### src/rtl/branch_predict_ctrl_if.sv
// branch_predict_ctrl_if: fetch lookup, branch resolve, flush and clear signals of branch_predict_ctrl.
// BranchCount/MispredictCount exist only when BRANCH_PREDICT_STATS_EN is defined.
interface branch_predict_ctrl_if #(parameter int XLEN = 32);
  logic            FetchValid;
  logic [XLEN-1:0] FetchPC;
  logic            PredValid;
  logic            PredictTaken;
  logic            ResolveValid;
  logic [XLEN-1:0] ResolvePC;
  logic            ResolveTaken;
  logic            ResolvePredicted;
  logic            Flush;
  logic            ClearReq;
  logic            Busy;
`ifdef BRANCH_PREDICT_STATS_EN
  logic [31:0]     BranchCount;
  logic [31:0]     MispredictCount;
`endif
  modport master (
    output FetchValid, FetchPC, ResolveValid, ResolvePC, ResolveTaken, ResolvePredicted, ClearReq,
`ifdef BRANCH_PREDICT_STATS_EN
    input  BranchCount, MispredictCount,
`endif
    input  PredValid, PredictTaken, Flush, Busy
  );
  modport slave (
    input  FetchValid, FetchPC, ResolveValid, ResolvePC, ResolveTaken, ResolvePredicted, ClearReq,
`ifdef BRANCH_PREDICT_STATS_EN
    output BranchCount, MispredictCount,
`endif
    output PredValid, PredictTaken, Flush, Busy
  );
endinterface

### src/rtl/branch_predict_ctrl.sv
// branch_predict_ctrl: 2-bit saturating-counter direction predictor with mispredict flush and table clear.
// Optional BRANCH_PREDICT_STATS_EN adds saturating branch/mispredict counters.
module branch_predict_ctrl #(
  parameter int IndexBits = 6,
  parameter int XLEN      = 32
) (
  input logic clk,
  input logic reset,
  branch_predict_ctrl_if.slave bp
);
  localparam int Entries = 2 ** IndexBits;
  localparam logic [IndexBits-1:0] PtrLast = '1;
  typedef enum logic {IDLE, CLEAR} state_e;
  state_e                      state_q;
  logic [Entries-1:0][1:0]     ctr_q;
  logic [IndexBits-1:0]        ptr_q;
  logic                        pred_valid_q, pred_taken_q, flush_q, busy_q;
  logic [IndexBits-1:0]        fetch_idx, resolve_idx;
  logic [1:0]                  ctr_cur, ctr_d;
  logic                        idle, mispredict;
  logic                        unused_pc;
  assign idle        = state_q == IDLE;
  assign fetch_idx   = bp.FetchPC[IndexBits+1:2];
  assign resolve_idx = bp.ResolvePC[IndexBits+1:2];
  assign mispredict  = bp.ResolveValid & (bp.ResolveTaken != bp.ResolvePredicted);
  assign unused_pc   = ^{bp.FetchPC[XLEN-1:IndexBits+2], bp.FetchPC[1:0],
                         bp.ResolvePC[XLEN-1:IndexBits+2], bp.ResolvePC[1:0]};
  always_comb begin
    ctr_cur = ctr_q[resolve_idx];
    ctr_d   = bp.ResolveTaken ? ((ctr_cur == 2'b11) ? 2'b11 : ctr_cur + 2'b01)
                              : ((ctr_cur == 2'b00) ? 2'b00 : ctr_cur - 2'b01);
  end
  // Lookup reads ctr_q before this edge's update, giving read-before-write on index collisions.
  always_ff @(posedge clk or posedge reset) begin
    if (reset) begin
      ctr_q        <= {Entries{2'b01}};
      state_q      <= IDLE;
      ptr_q        <= '0;
      pred_valid_q <= 1'b0;
      pred_taken_q <= 1'b0;
      flush_q      <= 1'b0;
      busy_q       <= 1'b0;
    end else begin
      pred_valid_q <= idle & bp.FetchValid;
      pred_taken_q <= idle & bp.FetchValid & ctr_q[fetch_idx][1];
      flush_q      <= mispredict;
      if (idle) begin
        if (bp.ResolveValid) ctr_q[resolve_idx] <= ctr_d;
        if (bp.ClearReq) begin
          state_q <= CLEAR;
          busy_q  <= 1'b1;
          ptr_q   <= '0;
        end
      end else begin
        ctr_q[ptr_q] <= 2'b01;
        ptr_q        <= ptr_q + 1'b1;
        if (ptr_q == PtrLast) begin
          state_q <= IDLE;
          busy_q  <= 1'b0;
        end
      end
    end
  end
  assign bp.PredValid    = pred_valid_q;
  assign bp.PredictTaken = pred_taken_q;
  assign bp.Flush        = flush_q;
  assign bp.Busy         = busy_q;
`ifdef BRANCH_PREDICT_STATS_EN
  logic [31:0] branch_cnt_q, mispredict_cnt_q;
  always_ff @(posedge clk or posedge reset) begin
    if (reset) begin
      branch_cnt_q     <= '0;
      mispredict_cnt_q <= '0;
    end else if (idle & bp.ClearReq) begin
      branch_cnt_q     <= '0;
      mispredict_cnt_q <= '0;
    end else begin
      if (idle & bp.ResolveValid & (branch_cnt_q != '1)) branch_cnt_q <= branch_cnt_q + 32'd1;
      if (mispredict & (mispredict_cnt_q != '1)) mispredict_cnt_q <= mispredict_cnt_q + 32'd1;
    end
  end
  assign bp.BranchCount     = branch_cnt_q;
  assign bp.MispredictCount = mispredict_cnt_q;
`endif
endmodule

### src/flat_wrapper.sv
// flat-port wrapper written by rule: the top's interface ports become plain ports
module branch_predict_ctrl_flat 
#(
  parameter int IndexBits = 6,
  parameter int XLEN      = 32
)
  (clk, reset, bp_FetchValid, bp_FetchPC, bp_ResolveValid, bp_ResolvePC, bp_ResolveTaken, bp_ResolvePredicted, bp_ClearReq, bp_PredValid, bp_PredictTaken, bp_Flush, bp_Busy);
  branch_predict_ctrl_if #(.XLEN(XLEN)) bp_i ();
  input logic clk;
  input logic reset;
  input wire logic [$bits(bp_i.FetchValid)-1:0] bp_FetchValid;
  input wire logic [$bits(bp_i.FetchPC)-1:0] bp_FetchPC;
  input wire logic [$bits(bp_i.ResolveValid)-1:0] bp_ResolveValid;
  input wire logic [$bits(bp_i.ResolvePC)-1:0] bp_ResolvePC;
  input wire logic [$bits(bp_i.ResolveTaken)-1:0] bp_ResolveTaken;
  input wire logic [$bits(bp_i.ResolvePredicted)-1:0] bp_ResolvePredicted;
  input wire logic [$bits(bp_i.ClearReq)-1:0] bp_ClearReq;
  output wire logic [$bits(bp_i.PredValid)-1:0] bp_PredValid;
  output wire logic [$bits(bp_i.PredictTaken)-1:0] bp_PredictTaken;
  output wire logic [$bits(bp_i.Flush)-1:0] bp_Flush;
  output wire logic [$bits(bp_i.Busy)-1:0] bp_Busy;
  assign bp_i.FetchValid = bp_FetchValid;
  assign bp_i.FetchPC = bp_FetchPC;
  assign bp_i.ResolveValid = bp_ResolveValid;
  assign bp_i.ResolvePC = bp_ResolvePC;
  assign bp_i.ResolveTaken = bp_ResolveTaken;
  assign bp_i.ResolvePredicted = bp_ResolvePredicted;
  assign bp_i.ClearReq = bp_ClearReq;
  assign bp_PredValid = bp_i.PredValid;
  assign bp_PredictTaken = bp_i.PredictTaken;
  assign bp_Flush = bp_i.Flush;
  assign bp_Busy = bp_i.Busy;
  branch_predict_ctrl #(.IndexBits(IndexBits), .XLEN(XLEN)) u_core (.clk(clk), .reset(reset), .bp(bp_i));
endmodule
### config.mk
export PLATFORM = sky130hd
export DESIGN_NAME = branch_predict_ctrl_flat
export DESIGN_NICKNAME = d
export VERILOG_FILES = /design/src/rtl/branch_predict_ctrl_if.sv /design/src/rtl/branch_predict_ctrl.sv /design/src/flat_wrapper.sv
export SDC_FILE = /design/constraint.sdc
export NUM_CORES = 1
export LEC_CHECK = 0
export CAP_MARGIN = 10
export CORE_MARGIN = 8
export CORE_UTILIZATION = 45
export DETAILED_ROUTE_END_ITERATION = 12
export PLACE_DENSITY_LB_ADDON = 0.08
export SYNTH_ARGS = -nofsm -noshare
export SYNTH_HDL_FRONTEND = slang
export SYNTH_SLANG_ARGS = --single-unit
### constraint.sdc
create_clock -name clk -period 7.4 [get_ports clk]
set_input_delay 1.48 -clock clk [delete_from_list [all_inputs] [get_ports clk]]
set_output_delay 1.48 -clock clk [all_outputs]
set_load 0.01 [all_outputs]
# Yosys cells after proc, flatten, opt, wreduce, memory -nomap -nowiden

Index checks and enable logic that the tools add are counted.

Bits in registers: 139
Output and inout bits: 4
Logic and storage cells: 117

Muxes and demuxes: 22
Bitwise logic cells: 7
Order comparisons: 5
$add $sub $neg: 3
Reductions and logical operators: 6
Eq/ne operators: 4

Operators by type and width:

| kind                  | count |
|---|---|
| $mux W128             | 2 |
| $bwmux W128           | 1 |
| $and A64 B64 Y64      | 1 |
| $not A64 Y64          | 1 |
| $or A64 B64 Y64       | 1 |
| $bmux W2 S6           | 2 |
| $demux W2 S6          | 2 |
| $lt A6 B7 Y1 const B  | 3 |
| $mux W2               | 7 |
| $ge A6 B1 Y1 const B  | 2 |
| $mux W6               | 2 |
| $add A6 B1 Y6 const B | 1 |
| $eq A6 B6 Y1 const B  | 1 |
| $mux W1               | 6 |
| $reduce_bool A2 Y1    | 2 |
| $and A1 B1 Y1         | 3 |
| $add A2 B1 Y2 const B | 1 |
| $eq A2 B2 Y1 const B  | 1 |
| $logic_and A1 B1 Y1   | 2 |
| $logic_not A2 Y1      | 1 |
| $ne A2 B2 Y1 const B  | 1 |
| $reduce_and A2 Y1     | 1 |
| $sub A2 B1 Y2 const B | 1 |
| $ne A1 B1 Y1          | 1 |
| $not A1 Y1            | 1 |

# Logic depth before layout (Yosys ltp)

Gate-level depths: netlist of run 1.

Word-level depth: 8
Depth in mapped cells: 12

# Least setup slack after synthesis of run 1

Ideal clock, no wire load.

Kind: input port to flip-flop
Start point: input port bp_FetchPC[2]
End point: register u_core.pred_taken_q, in the netlist u_core.bp.PredictTaken
Data arrival time: 3585 ps
Path buffers: 2
Path slack: 3696 ps
Cell stages on the path: 6
Path through: buf_2 -> buf_2 -> mux4_2 -> mux4_2 -> mux4_2 -> and2_1

Cells in the longest elaborated chain, start to end: 3

RTL lines:

| element                       | RTL line                  | source |
|---|---|---|
| start: declaration            | flat_wrapper.sv:12        | `input wire logic [$bits(bp_i.FetchPC)-1:0] bp_FetchPC;` |
| $bmux W2 S6                   | branch_predict_ctrl.sv:45 | `pred_taken_q <= idle & bp.FetchValid & ctr_q[fetch_idx][1];` |
| $mux W2 (implied by the code) | branch_predict_ctrl.sv:45 |  |
| $and A1 B1 Y1                 | branch_predict_ctrl.sv:45 |  |
| end signal: assignment        | branch_predict_ctrl.sv:45 |  |
| end: declaration              | branch_predict_ctrl.sv:17 | `logic pred_valid_q, pred_taken_q, flush_q, busy_q;` |

Every way passes these cells. The select of a mux whose other input is x is not followed.
A chain may end at the register's enable or synchronous reset.

# Final worst setup path of run 1

Start point: input port bp_ResolvePC[4]
End point: register u_core.ctr_q[103] in the netlist's numbering

Cells in the longest elaborated chain, start to end: 8
Elaborated cells between the ends (all ways): 17

RTL lines:

| element                                     | RTL line                                             | source |
|---|---|---|
| start: declaration                          | flat_wrapper.sv:14                                   | `input wire logic [$bits(bp_i.ResolvePC)-1:0] bp_ResolvePC;` |
| $bmux W2 S6                                 | branch_predict_ctrl.sv:29                            | `ctr_cur = ctr_q[resolve_idx];` |
| $mux W2 (implied by the code)               | branch_predict_ctrl.sv:29                            |  |
| $sub A2 B1 Y2, or another cell as far along | branch_predict_ctrl.sv:31                            | `: ((ctr_cur == 2'b00) ? 2'b00 : ctr_cur - 2'b01);` |
| $mux W2 (on tied branches)                  | branch_predict_ctrl.sv:31, branch_predict_ctrl.sv:30 |  |
| $mux W2                                     | branch_predict_ctrl.sv:30                            | `ctr_d = bp.ResolveTaken ? ((ctr_cur == 2'b11) ? 2'b11 : ctr_cur + 2'b01)` |
| $bwmux W128 (*)                             | branch_predict_ctrl.sv:48                            | `if (bp.ResolveValid) ctr_q[resolve_idx] <= ctr_d;` |
| $mux W128 (*)                               | branch_predict_ctrl.sv:48                            |  |
| $mux W128 (*)                               | branch_predict_ctrl.sv:47                            | `if (idle) begin` |
| end signal: assignment                      | branch_predict_ctrl.sv:36                            | `ctr_q <= {Entries{2'b01}};` |
| end signal: indexed assignment              | branch_predict_ctrl.sv:48                            |  |
| end: declaration                            | branch_predict_ctrl.sv:15                            | `logic [Entries-1:0][1:0] ctr_q;` |

Mark *: on every way between the ends. The rest lies on a longest branch, timed or not. The select of a mux whose other input is x is not followed.

==> impl_metrics.env, run 1 <==
export IMPL_cp_end_kind="register"
export IMPL_dpl_hpwl_um=20840
export IMPL_cts_tree="yes"
export IMPL_whs_path_depth=2
export IMPL_drt_pass1_iterations=6
export IMPL_clk_latency_ps=430
export IMPL_synthDistinctLibCells=62
export IMPL_cts_buffers=17
export IMPL_wl_per_cell_um=29.00
export IMPL_grt_max_degree=72
export IMPL_diodes=0
export IMPL_ys_seq_area_frac=0.4145
export IMPL_initial_utilization=0.4589
export IMPL_cts_sinks=139
export IMPL_drt_wl_total_um=32860
export IMPL_die_x_um=154.1
export IMPL_maxCapViolCount=0
export IMPL_ios=75
export IMPL_grt_overflow_total=0
export IMPL_cts_root_buf="clkbuf_16"
export IMPL_rsz0062_at_grt="no"
export IMPL_ir_drop_v=0.0001719
export IMPL_cp_max_fo=39
export IMPL_status="finished, final reports clean"
export IMPL_ctsHtreeMaxLevel=4
export IMPL_power_density_mw_per_mm2=341.7
export IMPL_clk_pin_slew_ps=70
export IMPL_track_usage=0.2773
export IMPL_finalCritPeriodShare=0.7338
export IMPL_cp_data_required_time_ps=7700
export IMPL_clock_path_buffers=2
export IMPL_cts_post_setup_buffers_inserted=0
export IMPL_async_flop_share=1.000
export IMPL_fin_worst_skew_ps=10.87
export IMPL_die_h_um=154.1
export IMPL_n_fill_cell=1728
export IMPL_avgSynthCellArea_um2=9.454
export IMPL_finalHoldViolCount=0
export IMPL_netlist_area_mm2=0.008584
export IMPL_slew_headroom=0.1537
export IMPL_period_needed_ps=5430
export IMPL_die_area_mm2=0.02375
export IMPL_final_antenna_net_count=0
export IMPL_routabilityCongestion=0.9565
export IMPL_cts_resized=0
export IMPL_first_global_vias=7633
export IMPL_grt_pass1_wl_um=49470
export IMPL_cts_hold_buf=0
export IMPL_ys_flop_type="dfrtp_1"
export IMPL_num_vias=8002
export IMPL_final_max_slew_viol_count=0
export IMPL_worstSetupPathType="primary input to register"
export IMPL_synth_top_area_frac=0.2186
export IMPL_syn_to_final_growth_pct=10.64
export IMPL_power_leakage_nw=3.567
export IMPL_vias_per_cell=7.063
export IMPL_arrival_ps=5730
export IMPL_crit_path_start_kind="primary input"
export IMPL_final_nets=958
export IMPL_finalSetupTns_ps=0
export IMPL_syn_num_nets=980
export IMPL_synth_cells=908
export IMPL_synth_seq_cells=139
export IMPL_drc=0
export IMPL_synthTopCellsByArea="dfrtp_1 (22%), dfstp_2 (20%), mux4_2 (6.6%), o21ai_0 (6.1%), mux2i_1 (5.7%)"
export IMPL_finalPower_mw=3.245
export IMPL_worstRegToRegCells=9
export IMPL_core_mm2=0.01871
export IMPL_worst_slew_pin_slew_ps=1265
export IMPL_drt_initial_drc_count=1149
export IMPL_hold_class="register to register"
export IMPL_place_port_buffers=22
export IMPL_antenna_found_initial=0
export IMPL_synth_edf_count=0
export IMPL_setup_viol=0
export IMPL_drive_gt1_frac=0.1991
export IMPL_fp_row_count=50
export IMPL_max_freq_mhz=184.2
export IMPL_synth_warnings=0
export IMPL_yosysTopAreaCell="dfrtp_1"
state kept, by name, indices dropped and copies added (netlist names):
signal and cells:
u_core.state_q 1, u_core.bp.Busy 1, u_core.bp.Flush 1, u_core.bp.PredictTaken 1
u_core.ctr_q 128, u_core.ptr_q 6, u_core.bp.PredValid 1
worst max-delay path: stages:
cell and delay, ps:
clkdlybuf4s50_1 830, buf_4 390, nor2b_1 700, a22oi_1 150, o2bb2ai_1 260, a22oi_1 170
and4_1 290, maj3_2 620, buf_4 380, o41ai_1 430
metal layers:
metal  up-vias  track usage  part of all wire
met3        81      0.07259              0.10
li1       3401            -                 -
met1      3991       0.3709              0.41
met4         0       0.1017             0.035
met5         -            0                 0
met2       529       0.4244              0.45
final cells by class:
type,count,area [um2],area share
repair buffers,45,395.4,0.04163
multi-input cells,676,4606,0.4849
flip-flops and latches,139,3560,0.3748
clock inverters,15,187.7,0.01976
inverters,7,31.28,0.003293
well taps,234,292.8,0.03083
clock buffers,17,425.4,0.04479
final timing paths:
path | from | to | slack [ps]
max in group asynchronous | reset | u_core.ctr_q[7] | 4510
min in group asynchronous | reset | u_core.ctr_q[77] | 1520
min reg2reg | u_core.bp.Busy | u_core.bp.Busy | 500
max reg2reg | u_core.state_q | u_core.ctr_q[27] | 3840
max | bp_ResolvePC[4] | u_core.ctr_q[103] | 1970
min | u_core.bp.Busy | u_core.bp.Busy | 500
cell families (layout without fill, tap and decap cells):
| family | count (synthesis) | after routing | share of synthesized area |
|---|---|---|---|
| adder cells (fa/ha/maj) | 3 | 3 | 0.004081 |
| XOR/XNOR | 3 | 3 | 0.003061 |
| AND/OR/NAND/NOR | 288 | 288 | 0.1641 |
| flip-flops | 139 | 139 | 0.4145 |
| multiplexers | 88 | 88 | 0.1415 |
| AO/OA/AOI/OAI | 294 | 294 | 0.2211 |
| buffers and inverters | 93 | 84 | 0.05160 |
synthesized netlist by cell type, types with 12 or more instances:
cell,instances
o21ai_0,104
a221oi_1,32
dfstp_2,64
o211ai_1,17
nand2_1,92
nor3_1,25
buf_2,18
mux2_2,13
nand3b_1,18
a31oi_1,31
mux2i_1,49
mux4_2,25
a21oi_1,31
clkbuf_1,51
dfrtp_1,75
nand3_1,35
o21ai_1,12
nor2_1,61
a22oi_1,23
cell usage in the layout (no fill, tap or decap), types with 24 or more instances in the layout:
| cell type | synthesis | routed |
|---|---|---|
| o21ai_0 | 104 | 104 |
| a21oi_1 | 31 | 31 |
| dfrtp_1 | 75 | 74 |
| a31oi_1 | 31 | 31 |
| nand3_1 | 35 | 35 |
| nor3_1 | 25 | 24 |
| dfstp_2 | 64 | 64 |
| nor2_1 | 61 | 58 |
| nand2_1 | 92 | 92 |
| mux4_2 | 25 | 25 |
| mux2i_1 | 49 | 49 |
| a221oi_1 | 32 | 32 |
per-stage QoR:
stage	hold slack (ps)	worst slack, ps	instances	util	area (um2)
after floorplan	478.6	2301	908	-	8584
after global placement	478.4	1772	1101	0.4750	8885
after detailed placement	487.1	1742	1101	0.4750	8885
after CTS	505.5	2193	1133	0.5078	9498
after global routing	553.6	1925	1133	0.5078	9498
final	497.1	1970	1133	0.5078	9498
where the power goes:
| part | total (mW) | switching [mW] | internal, mW |
|---|---|---|---|
| registers | 1.30 | 0.225 | 1.07 |
| clock network | 0.910 | 0.374 | 0.536 |
| logic | 1.04 | 0.659 | 0.379 |
Note: power is estimated with default switching activity, not from simulation.
==> run 2: changes to the inputs <==
Clock period 7.4 ns to 5.6 ns, I/O delays scaled along.
==> run 2 against run 1 <==
Final cell count grew 1.9%; combinational power grew 33%; critical path depth is the same; non-clock buffer count grew 22; clock power grew 21%; routed wire length grew 1.1%; via count grew 1.3%; clock skew is essentially flat; die area is the same; sequential share of layout area shrank 0.41 points; critical endpoint is now u_core.ctr_q[43].
==> impl_metrics.env, run 2 (synthesis gave the netlist of run 1 again) <==
export IMPL_wl_met1_um=13620
export IMPL_worst_slew_pin_slew_ps=1253
export IMPL_crit_path_start_kind="primary input"
export IMPL_place_area_mm2=0.009042
export IMPL_arrival_ps=4780
export IMPL_grt_max_degree=102
export IMPL_max_stage_delay_ps=820
export IMPL_drt_initial_drc_count=1089
export IMPL_die_h_um=154.1
export IMPL_worstPathCellList="clkdlybuf4s50_1, buf_4, nor2b_1, a22oi_1, a22o_1, a22oi_1, and4_1, maj3_2, buf_4, o21ai_0"
export IMPL_drc=0
export IMPL_cp_end_kind="register"
export IMPL_syn_to_final_growth_pct=11.86
export IMPL_setup_viol=0
export IMPL_wl_met3_um=3346
export IMPL_crit_path_top_delay_cell="clkdlybuf4s50_1"
export IMPL_cts_resized=0
export IMPL_finalPower_mw=4.191
export IMPL_final_cells=1155
export IMPL_rsz0062_at_grt="no"
export IMPL_top_layer_used="met4"
export IMPL_finalSetupTns_ps=0
export IMPL_maxCapViolCount=0
export IMPL_initial_utilization=0.4589
export IMPL_drt_wl_total_um=33210
export IMPL_min_from="u_core.bp.Busy"
export IMPL_dpl_hpwl_um=21860
export IMPL_finalHoldViolCount=0
export IMPL_cts_tree="yes"
export IMPL_dp_slack_ps=784.6
export IMPL_die_x_um=154.1
export IMPL_power_density_mw_per_mm2=436.4
export IMPL_core_mm2=0.01871
export IMPL_r2r_start="u_core.state_q"
export IMPL_cts_buffers=17
export IMPL_mostFrequentLayoutCells="o21ai_0 (104), nand2_1 (92), dfrtp_1 (74)"
export IMPL_first_global_vias=8003
export IMPL_fin_worst_skew_ps=10.87
export IMPL_largest_register_ffs=128
export IMPL_finalWorstSetupSlack_ps=1117
export IMPL_clk_pin_slew_ps=60
export IMPL_wl_met2_um=14660
export IMPL_placed_cells_incl_taps=1123
export IMPL_cp_max_fo=18
export IMPL_cts_post_setup_buffers_inserted=0
export IMPL_status="finished, final reports clean"
export IMPL_ios=75
export IMPL_power_leakage_nw=3.644
export IMPL_final_util=0.5134
export IMPL_ctsHtreeMaxLevel=4
export IMPL_antenna_found_initial=0
export IMPL_finalCritPeriodShare=0.8005
export IMPL_cp_data_required_time_ps=5900
export IMPL_top_register="u_core.ctr_q"
export IMPL_ir_drop_v=0.0002149
export IMPL_die_area_mm2=0.02375
export IMPL_final_max_slew_viol_count=0
export IMPL_final_nets=980
export IMPL_fin_area_mm2=0.009603
export IMPL_worstSetupPathType="primary input to register"
export IMPL_place_port_buffers=22
export IMPL_slew_headroom=0.1601
export IMPL_grt_overflow_total=0
export IMPL_final_antenna_net_count=0
export IMPL_drive_gt1_frac=0.2139
export IMPL_vias_per_cell=7.018
export IMPL_num_vias=8106
export IMPL_cts_root_buf="clkbuf_16"
export IMPL_holdWs_ps=497.5
export IMPL_routabilityCongestion=0.9594
export IMPL_fp_row_count=50
export IMPL_track_usage=0.2838
export IMPL_max_freq_mhz=223.1
export IMPL_wl_per_cell_um=28.75
export IMPL_crit_path_start="bp_ResolvePC[4]"
export IMPL_final_common_cell="o21ai_0"
export IMPL_hold_class="register to register"
export IMPL_diodes=0
export IMPL_largestRegisters="u_core.ctr_q x128, u_core.ptr_q x6"
export IMPL_clk_latency_ps=440
export IMPL_clock_path_buffers=2
export IMPL_cts_sinks=139
export IMPL_drt_pass1_iterations=5
export IMPL_cts_hold_buf=0
export IMPL_period_needed_ps=4483
export IMPL_grt_pass1_wl_um=50880
run 2: changes by cell type in the layout (fill, tap and decap cells not counted), sizes merged:
| cell | previous run | this run |
|---|---|---|
| clkbuf | 17 | 19 |
| bufinv | 3 | 1 |
| buf | 25 | 47 |
| inv | 10 | 9 |
| clkinv | 7 | 5 |
| clkinvlp | 2 | 5 |
run 2: where the power goes:
part           total (mW)  internal [mW]  switching, mW
Clock                1.10          0.624          0.479
Combinational        1.38          0.509          0.872
Sequential           1.71           1.42          0.291
run 2: per-layer routing:
layer,vias to the layer above,GRT usage
met2,494,0.4155
met5,-,0
met1,4047,0.3850
met4,0,0.1503
li1,3471,-
met3,94,0.06278
run 2: critical path, delay by kind of cell:
family | cells | cell delay, ps
adder cells (fa/ha/maj) | 1 | 470
buffers and inverters | 3 | 1490
AO/OA/AOI/OAI | 4 | 890
AND/OR/NAND/NOR | 2 | 800
run 2: area by class of cell:
| cell class | instances | area (um2) |
|---|---|---|
| tap | 234 | 292.8 |
| inverter | 7 | 31.28 |
| sequential | 139 | 3560 |
| clock inverter | 13 | 117.6 |
| fill | 1711 | 9102 |
| multi-input combinational | 676 | 4598 |
| timing repair buffer | 67 | 560.5 |
| clock buffer | 19 | 442.9 |
run 2: path summary, 6_finish.rpt:
kind	endpoint	slack [ps]	cells after the start
setup reg to reg	u_core.ctr_q[51]	2570	9
max in group asynchronous	u_core.ctr_q[46]	3220	3
min in group asynchronous	u_core.ctr_q[115]	1270	2
setup / recovery	u_core.ctr_q[43]	1120	10
hold / removal	u_core.bp.Busy	500	2
hold reg to reg	u_core.bp.Busy	500	2
